[config.mk]
export PLATFORM = sky130hd
export DESIGN_NAME = game_frame_compositor
export DESIGN_NICKNAME = d
export VERILOG_FILES = /design/src/rtl/game_pkg.sv /design/src/rtl/frame_countdown.sv /design/src/rtl/game_frame_compositor.sv
export SDC_FILE = /design/constraint.sdc
export NUM_CORES = 1
export LEC_CHECK = 0
export CORE_AREA = 2 2 109 111
export DETAILED_ROUTE_END_ITERATION = 16
export DIE_AREA = 0 0 111 113
export DONT_BUFFER_PORTS = 1
export SLEW_MARGIN = 20
export SYNTH_ARGS = -nofsm -noshare
export SYNTH_HDL_FRONTEND = slang
export SYNTH_SLANG_ARGS = --single-unit
[constraint.sdc]
create_clock -name clk_in -period 10.12 [get_ports clk_in]
set_clock_uncertainty 0.05 [all_clocks]
set_input_delay 2.024 -clock clk_in [delete_from_list [all_inputs] [get_ports clk_in]]
set_output_delay 2.024 -clock clk_in [all_outputs]
set_load 0.01 [all_outputs]
[src/rtl/game_pkg.sv]
// Shared types, colour constants and pixel helpers for the frame compositor.
package game_pkg;

  typedef enum logic [2:0] {LOST = 3'd0, PLAYING = 3'd1, WON = 3'd2} game_state_t;
  typedef enum logic [1:0] {PLAY = 2'd0, LOSE = 2'd1, WIN = 2'd2} banner_state_t;

  typedef struct packed {
    logic [7:0] r;
    logic [7:0] g;
    logic [7:0] b;
  } rgb_t;

  localparam rgb_t COLOR_GOAL  = 24'hFFD700;
  localparam rgb_t COLOR_HIT   = 24'hFF0000;
  localparam rgb_t COLOR_FLASH = 24'hFFFFFF;
  localparam rgb_t COLOR_BLACK = 24'h000000;

  // Stage-1 register: per-pixel data plus a snapshot of frame-level state
  typedef struct packed {
    logic          wall;
    logic          person;
    logic          coll;
    banner_state_t bst;
    logic          flash_on;
    logic          blink_on;
    logic          parity;
    rgb_t          cam;
    rgb_t          wall_c;
    logic [10:0]   h;
    logic [9:0]    v;
  } s1_t;

  function automatic rgb_t expand565(input logic [15:0] c);
    rgb_t o;
    o.r = {c[15:11], c[15:13]};
    o.g = {c[10:5],  c[10:9]};
    o.b = {c[4:0],   c[4:2]};
    return o;
  endfunction

  function automatic rgb_t half(input rgb_t c);
    rgb_t o;
    o.r = {1'b0, c.r[7:1]};
    o.g = {1'b0, c.g[7:1]};
    o.b = {1'b0, c.b[7:1]};
    return o;
  endfunction

  // Halving both operands first keeps every channel sum within 8 bits
  function automatic rgb_t blend(input rgb_t a, input rgb_t b);
    rgb_t ha, hb, o;
    ha = half(a);
    hb = half(b);
    o.r = ha.r + hb.r;
    o.g = ha.g + hb.g;
    o.b = ha.b + hb.b;
    return o;
  endfunction

endpackage

[src/rtl/frame_countdown.sv]
// Per-frame down counter: load wins over decrement, saturates at zero.
module frame_countdown #(
  parameter int W        = 8,
  parameter int LOAD_VAL = 8
) (
  input  logic clk_in,
  input  logic rst_in,
  input  logic load,
  input  logic dec,
  output logic nonzero
);

  logic [W-1:0] cnt;

  always_ff @(posedge clk_in or posedge rst_in) begin
    if (rst_in)                  cnt <= '0;
    else if (load)               cnt <= W'(LOAD_VAL);
    else if (dec && cnt != '0)   cnt <= cnt - 1'b1;
  end

  assign nonzero = (cnt != '0);

endmodule

[src/rtl/game_frame_compositor.sv]
// Final pixel compositor: wall/player/collision blend with per-frame flash
// timer and win/lose banner, fixed 2-cycle pixel pipeline.
module game_frame_compositor
  import game_pkg::*;
#(
  parameter int SCREEN_WIDTH     = 1280,
  parameter int SCREEN_HEIGHT    = 720,
  parameter int MAX_WALL_DEPTH   = 75,
  parameter int GOAL_DEPTH       = 60,
  parameter int GOAL_DEPTH_DELTA = 10,
  parameter int FLASH_FRAMES     = 8,
  parameter int BANNER_FRAMES    = 120
) (
  input  logic        clk_in,
  input  logic        rst_in,
  input  logic [10:0] hcount_in,
  input  logic [9:0]  vcount_in,
  input  logic        data_valid_in,
  input  logic [15:0] camera_pixel_in,
  input  logic [7:0]  wall_depth_in,
  input  logic        is_wall_in,
  input  logic        is_person_in,
  input  logic        is_collision_in,
  input  logic [2:0]  game_state_in,
  output logic [10:0] hcount_out,
  output logic [9:0]  vcount_out,
  output logic        data_valid_out,
  output logic [23:0] pixel_out,
  output logic        banner_active_out
);

  localparam int STAGES = 2;
  localparam int FW = $clog2(FLASH_FRAMES + 1);
  localparam int BW = $clog2(BANNER_FRAMES + 1);

  logic          frame_end, hit_now, hit_seen, parity;
  logic          flash_on, blink_on, banner_load;
  banner_state_t state, state_nxt;
  logic [STAGES:1] vld_pipe;
  s1_t           s1;
  rgb_t          cam_c, wall_c, pix;
  logic [7:0]    depth_c, grey;
  logic [9:0]    ramp;
  logic          in_goal;

  assign frame_end = data_valid_in && hcount_in == 11'(SCREEN_WIDTH - 1)
                                   && vcount_in == 10'(SCREEN_HEIGHT - 1);
  assign hit_now   = data_valid_in && is_collision_in;

  // Frame-level state
  always_ff @(posedge clk_in or posedge rst_in) begin
    if (rst_in) begin
      hit_seen <= 1'b0;
      parity   <= 1'b0;
      state    <= PLAY;
    end else begin
      state <= state_nxt;
      if (frame_end) begin
        hit_seen <= 1'b0;
        parity   <= ~parity;
      end else if (hit_now) begin
        hit_seen <= 1'b1;
      end
    end
  end

  // Undefined game states fall through to the "playing" branch
  always_comb begin
    state_nxt   = state;
    banner_load = 1'b0;
    if (frame_end) begin
      unique case (state)
        PLAY: begin
          if (game_state_in == LOST)     begin state_nxt = LOSE; banner_load = 1'b1; end
          else if (game_state_in == WON) begin state_nxt = WIN;  banner_load = 1'b1; end
        end
        LOSE: begin
          if (game_state_in == WON)       begin state_nxt = WIN; banner_load = 1'b1; end
          else if (game_state_in != LOST) state_nxt = PLAY;
        end
        WIN: begin
          if (game_state_in == LOST)     begin state_nxt = LOSE; banner_load = 1'b1; end
          else if (game_state_in != WON) state_nxt = PLAY;
        end
        default: state_nxt = PLAY;
      endcase
    end
  end

  assign banner_active_out = (state != PLAY);

  frame_countdown #(.W(FW), .LOAD_VAL(FLASH_FRAMES)) u_flash (
    .clk_in  (clk_in),
    .rst_in  (rst_in),
    .load    (frame_end && (hit_seen || hit_now)),
    .dec     (frame_end),
    .nonzero (flash_on)
  );

  frame_countdown #(.W(BW), .LOAD_VAL(BANNER_FRAMES)) u_banner (
    .clk_in  (clk_in),
    .rst_in  (rst_in),
    .load    (banner_load),
    .dec     (frame_end),
    .nonzero (blink_on)
  );

  // Stage 1: colour prep
  always_comb begin
    cam_c   = expand565(camera_pixel_in);
    depth_c = (wall_depth_in > 8'(MAX_WALL_DEPTH)) ? 8'(MAX_WALL_DEPTH) : wall_depth_in;
    ramp    = 10'(depth_c) * 10'd3;
    grey    = (ramp > 10'd255) ? 8'hFF : ramp[7:0];
    in_goal = (int'(wall_depth_in) >= GOAL_DEPTH - GOAL_DEPTH_DELTA) &&
              (int'(wall_depth_in) <= GOAL_DEPTH + GOAL_DEPTH_DELTA);
    wall_c  = in_goal ? COLOR_GOAL : {grey, grey, grey};
  end

  // Frame state is snapshotted with the pixel so the frame-end pixel keeps the old state
  always_ff @(posedge clk_in or posedge rst_in) begin
    if (rst_in) begin
      s1       <= '0;
      vld_pipe <= '0;
    end else begin
      vld_pipe    <= {vld_pipe[STAGES-1:1], data_valid_in};
      s1.wall     <= is_wall_in;
      s1.person   <= is_person_in;
      s1.coll     <= is_collision_in;
      s1.bst      <= state;
      s1.flash_on <= flash_on;
      s1.blink_on <= blink_on;
      s1.parity   <= parity;
      s1.cam      <= cam_c;
      s1.wall_c   <= wall_c;
      s1.h        <= hcount_in;
      s1.v        <= vcount_in;
    end
  end

  // Stage 2: select
  always_comb begin
    pix = COLOR_BLACK;
    if (vld_pipe[1]) begin
      if (s1.bst != PLAY) begin
        if (!(s1.blink_on && s1.parity)) begin
          if (s1.bst == LOSE) pix.r = s1.cam.r;
          else                pix.g = s1.cam.g;
        end
      end else if (s1.coll) begin
        pix = (s1.flash_on && s1.parity) ? COLOR_FLASH : COLOR_HIT;
      end else if (s1.wall) begin
        pix = blend(s1.wall_c, s1.cam);
      end else if (s1.person) begin
        pix = s1.cam;
      end else begin
        pix = half(s1.cam);
      end
    end
  end

  always_ff @(posedge clk_in or posedge rst_in) begin
    if (rst_in) begin
      pixel_out  <= '0;
      hcount_out <= '0;
      vcount_out <= '0;
    end else begin
      pixel_out  <= pix;
      hcount_out <= s1.h;
      vcount_out <= s1.v;
    end
  end

  assign data_valid_out = vld_pipe[STAGES];

endmodule

==> reports/summary.md <==
The clock passes through at most 2 buffers. In the final routed layout, each cell accounts on average for 16.9 um. Once the clock tree was built, the setup fixing pass inserted 0 buffers. The core region is 0.0113 mm2. The shortest period the worst path allows was 4150 ps.

The final setup TNS came out at 0 ps. The tree is rooted in a sky130_fd_sc_hd__clkbuf_16. For this run, the slowest stage of the critical path takes 470 ps. The tools report the flip-flop and latch area as 0.00303 mm2. Global routing consumed, over all layers together, 19.0% of the routing resources.

The tools report the number of pins with negative max-slew slack in the final report as 0. For this run, the leading register cell type out of synthesis is sky130_fd_sc_hd__dfrtp_1. The number of gates resized after CTS was 0. Clock-pin slew was measured on the worst setup and hold paths at 60 ps. The path class of the tightest hold or removal check is flop to flop. After synthesis, the share of flip-flops with an asynchronous set or reset is 100%. For the quantity of hold-fixing buffers added after cts, the log shows 0.

Detailed routing inserted a total of 3701 vias. The number of port buffers works out to 0. During synthesis, Yosys emitted a total of 0 warnings. The number of setup violations in the final report was 0; the first-pass iteration count of the detailed router was 6. The die covers 0.0125 mm2. STA classifies the critical path endpoint as a flop.

The run gives 0.791 as the routability-driven placement congestion ratio. The initial antenna violation count was 1. The synthesis-stage register bit count works out to 121. In this run the static leakage power is 2.89 nW. Cell with the biggest individual delay on the critical path: sky130_fd_sc_hd__a22oi_2.

For this configuration, the core starts out at a cell density of 49.1%. Cells with a size suffix above 1 make up 10.1% of the layout. The count of max-cap constraint violations is 0.

The signal on the critical path passes through a211o_2 -> a21oi_1 -> and2_1 -> ha_1 -> a21o_1 -> a21oi_1 -> o31a_1 -> o21bai_2 -> a22oi_2 -> a21oi_1. The via count of the first global-routing pass is 3767. The run finished with clean final reports.

Number of clock sinks: 121. In this run the cell area of the synthesized design comes to 0.00553 mm2. The floorplan step set the die width to 111 um. The maximum achievable frequency is 241 MHz. Summed over all layers, the routed wires come to 11100 um.

In this run the number of H-tree levels came out at 4. Across all register-to-register paths, the minimum setup slack is 7750 ps. The transition at the pin with the smallest max-transition slack is 934 ps. The number of clock buffers added by TritonCTS is 17. The data required time of the critical path was 10330 ps; the final instance area was 0.00631 mm2. After synthesis, flip-flops and latches occupy 54.7% of the total area.

The tools report the insertion delay of the later-clocked pin in the worst-skew pair as 420 ps. In this run the worst path has a maximum fanout of 12. After detailed placement, the total cell area comes to 0.00566 mm2. The power density over the cells was 209 mW/mm2; the worst setup margin was 5970 ps. A synthesized cell averages 11.2 um2.

The first routing iteration left 186 violations. In the finished design, the share of the clock period the worst path needs comes to 41.0%. Row generation in the floorplan step produced 39 rows. The antenna violation net count after detailed routing came out at 0.

The final-layout fill cell count was 955; the net total in the final layout was 591. Setup repair after global routing left no endpoint under its margin. Summing all multi-input logic gate instances after layout gives 0.00235 mm2. TritonCTS built the clock tree. In this run the count of I/O pins placed on the die edge is 101.

The worst path arrival time is 4360 ps. Global routing finished with a remaining overflow of 0. Headroom to the max-slew limit came out at 37.7%. The cell that appears most often on the critical path is sky130_fd_sc_hd__a21oi_1. The HPWL after detailed placement is 8040 um. Before CTS, the worst setup slack after placement is 5560 ps. Count of unresolved DRC violations after routing: 0.

Compared with the post-synthesis result, the final layout area differs by 13.9%. The first global-routing pass estimated 18500 um of wire. After technology mapping, the gate count stands at 495.

The number of vias per cell after detailed routing is 5.62. The launching element type of the critical path is an input port. Entering global routing, the biggest net connects 80 pins. After synthesis, the netlist uses 65 different library cells. The count of flip-flops with a built-in enable after synthesis was 0; the maximum resistive drop on vdd was 0.173 mV. The critical path in this run is classified as input port to flop. The hold violation total from the final report is 0, and the die boundary height is 113 um.
Yosys cell counts (2+ instances only):
cell type / count / area share (%)
sky130_fd_sc_hd__buf_6: 2 / 0.41
sky130_fd_sc_hd__xor2_1: 11 / 1.7
sky130_fd_sc_hd__a21oi_1: 48 / 4.3
sky130_fd_sc_hd__nand4_1: 5 / 0.57
sky130_fd_sc_hd__nand3b_1: 6 / 0.81
sky130_fd_sc_hd__dfrtp_1: 121 / 55
sky130_fd_sc_hd__nor3_1: 10 / 0.90
sky130_fd_sc_hd__inv_1: 20 / 1.4
sky130_fd_sc_hd__o21ai_0: 23 / 2.1
sky130_fd_sc_hd__nor2_1: 35 / 2.4
sky130_fd_sc_hd__a31oi_1: 3 / 0.34
sky130_fd_sc_hd__fa_1: 4 / 1.4
sky130_fd_sc_hd__o211ai_1: 2 / 0.27
sky130_fd_sc_hd__clkbuf_1: 10 / 0.68
sky130_fd_sc_hd__nor3b_1: 2 / 0.27
sky130_fd_sc_hd__a41oi_1: 2 / 0.32
sky130_fd_sc_hd__and2_1: 2 / 0.23
sky130_fd_sc_hd__xnor2_1: 9 / 1.4
sky130_fd_sc_hd__nand3_1: 9 / 0.81
sky130_fd_sc_hd__buf_2: 4 / 0.36
sky130_fd_sc_hd__mux2i_1: 18 / 3.3
sky130_fd_sc_hd__or3_1: 2 / 0.23
sky130_fd_sc_hd__nor2b_1: 8 / 0.90
sky130_fd_sc_hd__a221oi_1: 2 / 0.32
sky130_fd_sc_hd__ha_1: 31 / 7.0
sky130_fd_sc_hd__nor4_1: 3 / 0.34
sky130_fd_sc_hd__a22o_1: 2 / 0.32
sky130_fd_sc_hd__a2111oi_0: 2 / 0.32
sky130_fd_sc_hd__and3_1: 5 / 0.57
sky130_fd_sc_hd__o21bai_1: 2 / 0.27
sky130_fd_sc_hd__a211oi_1: 6 / 0.81
sky130_fd_sc_hd__nand2_1: 32 / 2.2
sky130_fd_sc_hd__nand2b_1: 6 / 0.68
sky130_fd_sc_hd__or2_2: 3 / 0.34
sky130_fd_sc_hd__a21o_1: 13 / 1.8
sky130_fd_sc_hd__o22ai_1: 2 / 0.23
sky130_fd_sc_hd__o221ai_1: 2 / 0.32
worst paths after layout:
check / from / to / cells after the start
setup / recovery: wall_depth_in[3] / s1[24]$_DFF_PP0_ / 10
hold / removal: s1[1]$_DFF_PP0_ / vcount_out[1]$_DFF_PP0_ / 0
setup reg to reg: s1[67]$_DFF_PP0_ / pixel_out[22]$_DFF_PP0_ / 9
hold reg to reg: s1[1]$_DFF_PP0_ / vcount_out[1]$_DFF_PP0_ / 0
max in group asynchronous: rst_in / u_flash.cnt[3]$_DFFE_PP0P_ / 2
min in group asynchronous: rst_in / pixel_out[23]$_DFF_PP0_ / 1
metrics by stage:
stage	total power, W	std cells	utilization, %	hold slack (ps)
6_report	0.00132	659	55.9	294
5_1_grt	0.00138	659	55.9	299
4_1_cts	0.00133	658	55.9	297
3_5_place_dp	0.000690	626	50.2	285
3_3_place_gp	0.000686	626	50.2	282
2_1_floorplan	0.000657	496	-	281
cell type report:
cell class | instances | area share (%)
clock buffer | 19 | 7.02
sequential | 121 | 48.0
multi-input combinational | 338 | 37.3
antenna | 1 | 0.0397
timing repair buffer | 3 | 0.357
inverter | 21 | 1.37
tap | 143 | 2.84
clock inverter | 13 | 3.08
layout by cell type, fill, tap and decap left out, drive strengths merged, types with 4 or more instances in the layout:
| cell type | instances |
|---|---|
| xor2 | 11 |
| inv | 22 |
| or2 | 4 |
| mux2i | 18 |
| nand3 | 9 |
| a211oi | 6 |
| nor3 | 10 |
| nor2b | 8 |
| nand3b | 6 |
| xnor2 | 9 |
| dfrtp | 121 |
| and3 | 5 |
| o21ai | 24 |
| a21o | 13 |
| fa | 4 |
| ha | 31 |
| nor4 | 4 |
| nand2b | 6 |
| clkbuf | 19 |
| nand2 | 33 |
| bufinv | 4 |
| nand4 | 5 |
| nor2 | 35 |
| clkinv | 7 |
| a21oi | 49 |
worst max-delay path: cells and delay by family:
family / cells / cell delay [ps]
AO/OA/AOI/OAI: 8 / 1830
adder cells (fa/ha/maj): 1 / 260
AND/OR/NAND/NOR: 1 / 250
where the power goes:
part / total (W) / internal, W / switching [W]
combinational: 0.000153 / 0.0000655 / 0.0000879
clock: 0.000636 / 0.000421 / 0.000215
sequential: 0.000529 / 0.000508 / 0.0000215
total: 0.00132 / 0.000994 / 0.000324
cell families after synthesis:
| family | Yosys count | share of synthesized area [%] |
|---|---|---|
| simple gates | 137 | 12.8 |
| compound gates | 125 | 14.4 |
| flops | 121 | 54.7 |
| buf+inv | 37 | 2.96 |
| fa+ha+maj | 35 | 8.46 |
| xor+xnor | 20 | 3.17 |
| mux | 19 | 3.46 |
| other cells | 1 | 0.0678 |
registers in the layout, indices dropped and copies added, names as in the netlist:
signal        flops
hcount_out       11
hit_seen          1
parity            1
pixel_out        24
s1               59
state             2
u_banner.cnt      7
u_flash.cnt       4
vcount_out       10
vld_pipe          2
layer usage:
layer  vias to the layer above  GRT usage, %  wire length [um]
met4                         0          8.42               214
li1                       1782             -                 -
met5                         -             0                 0
met3                        20          6.37               656
met1                      1775          25.3              5160
met2                       124          28.8              5100
Power figures use the tool's default switching activity.
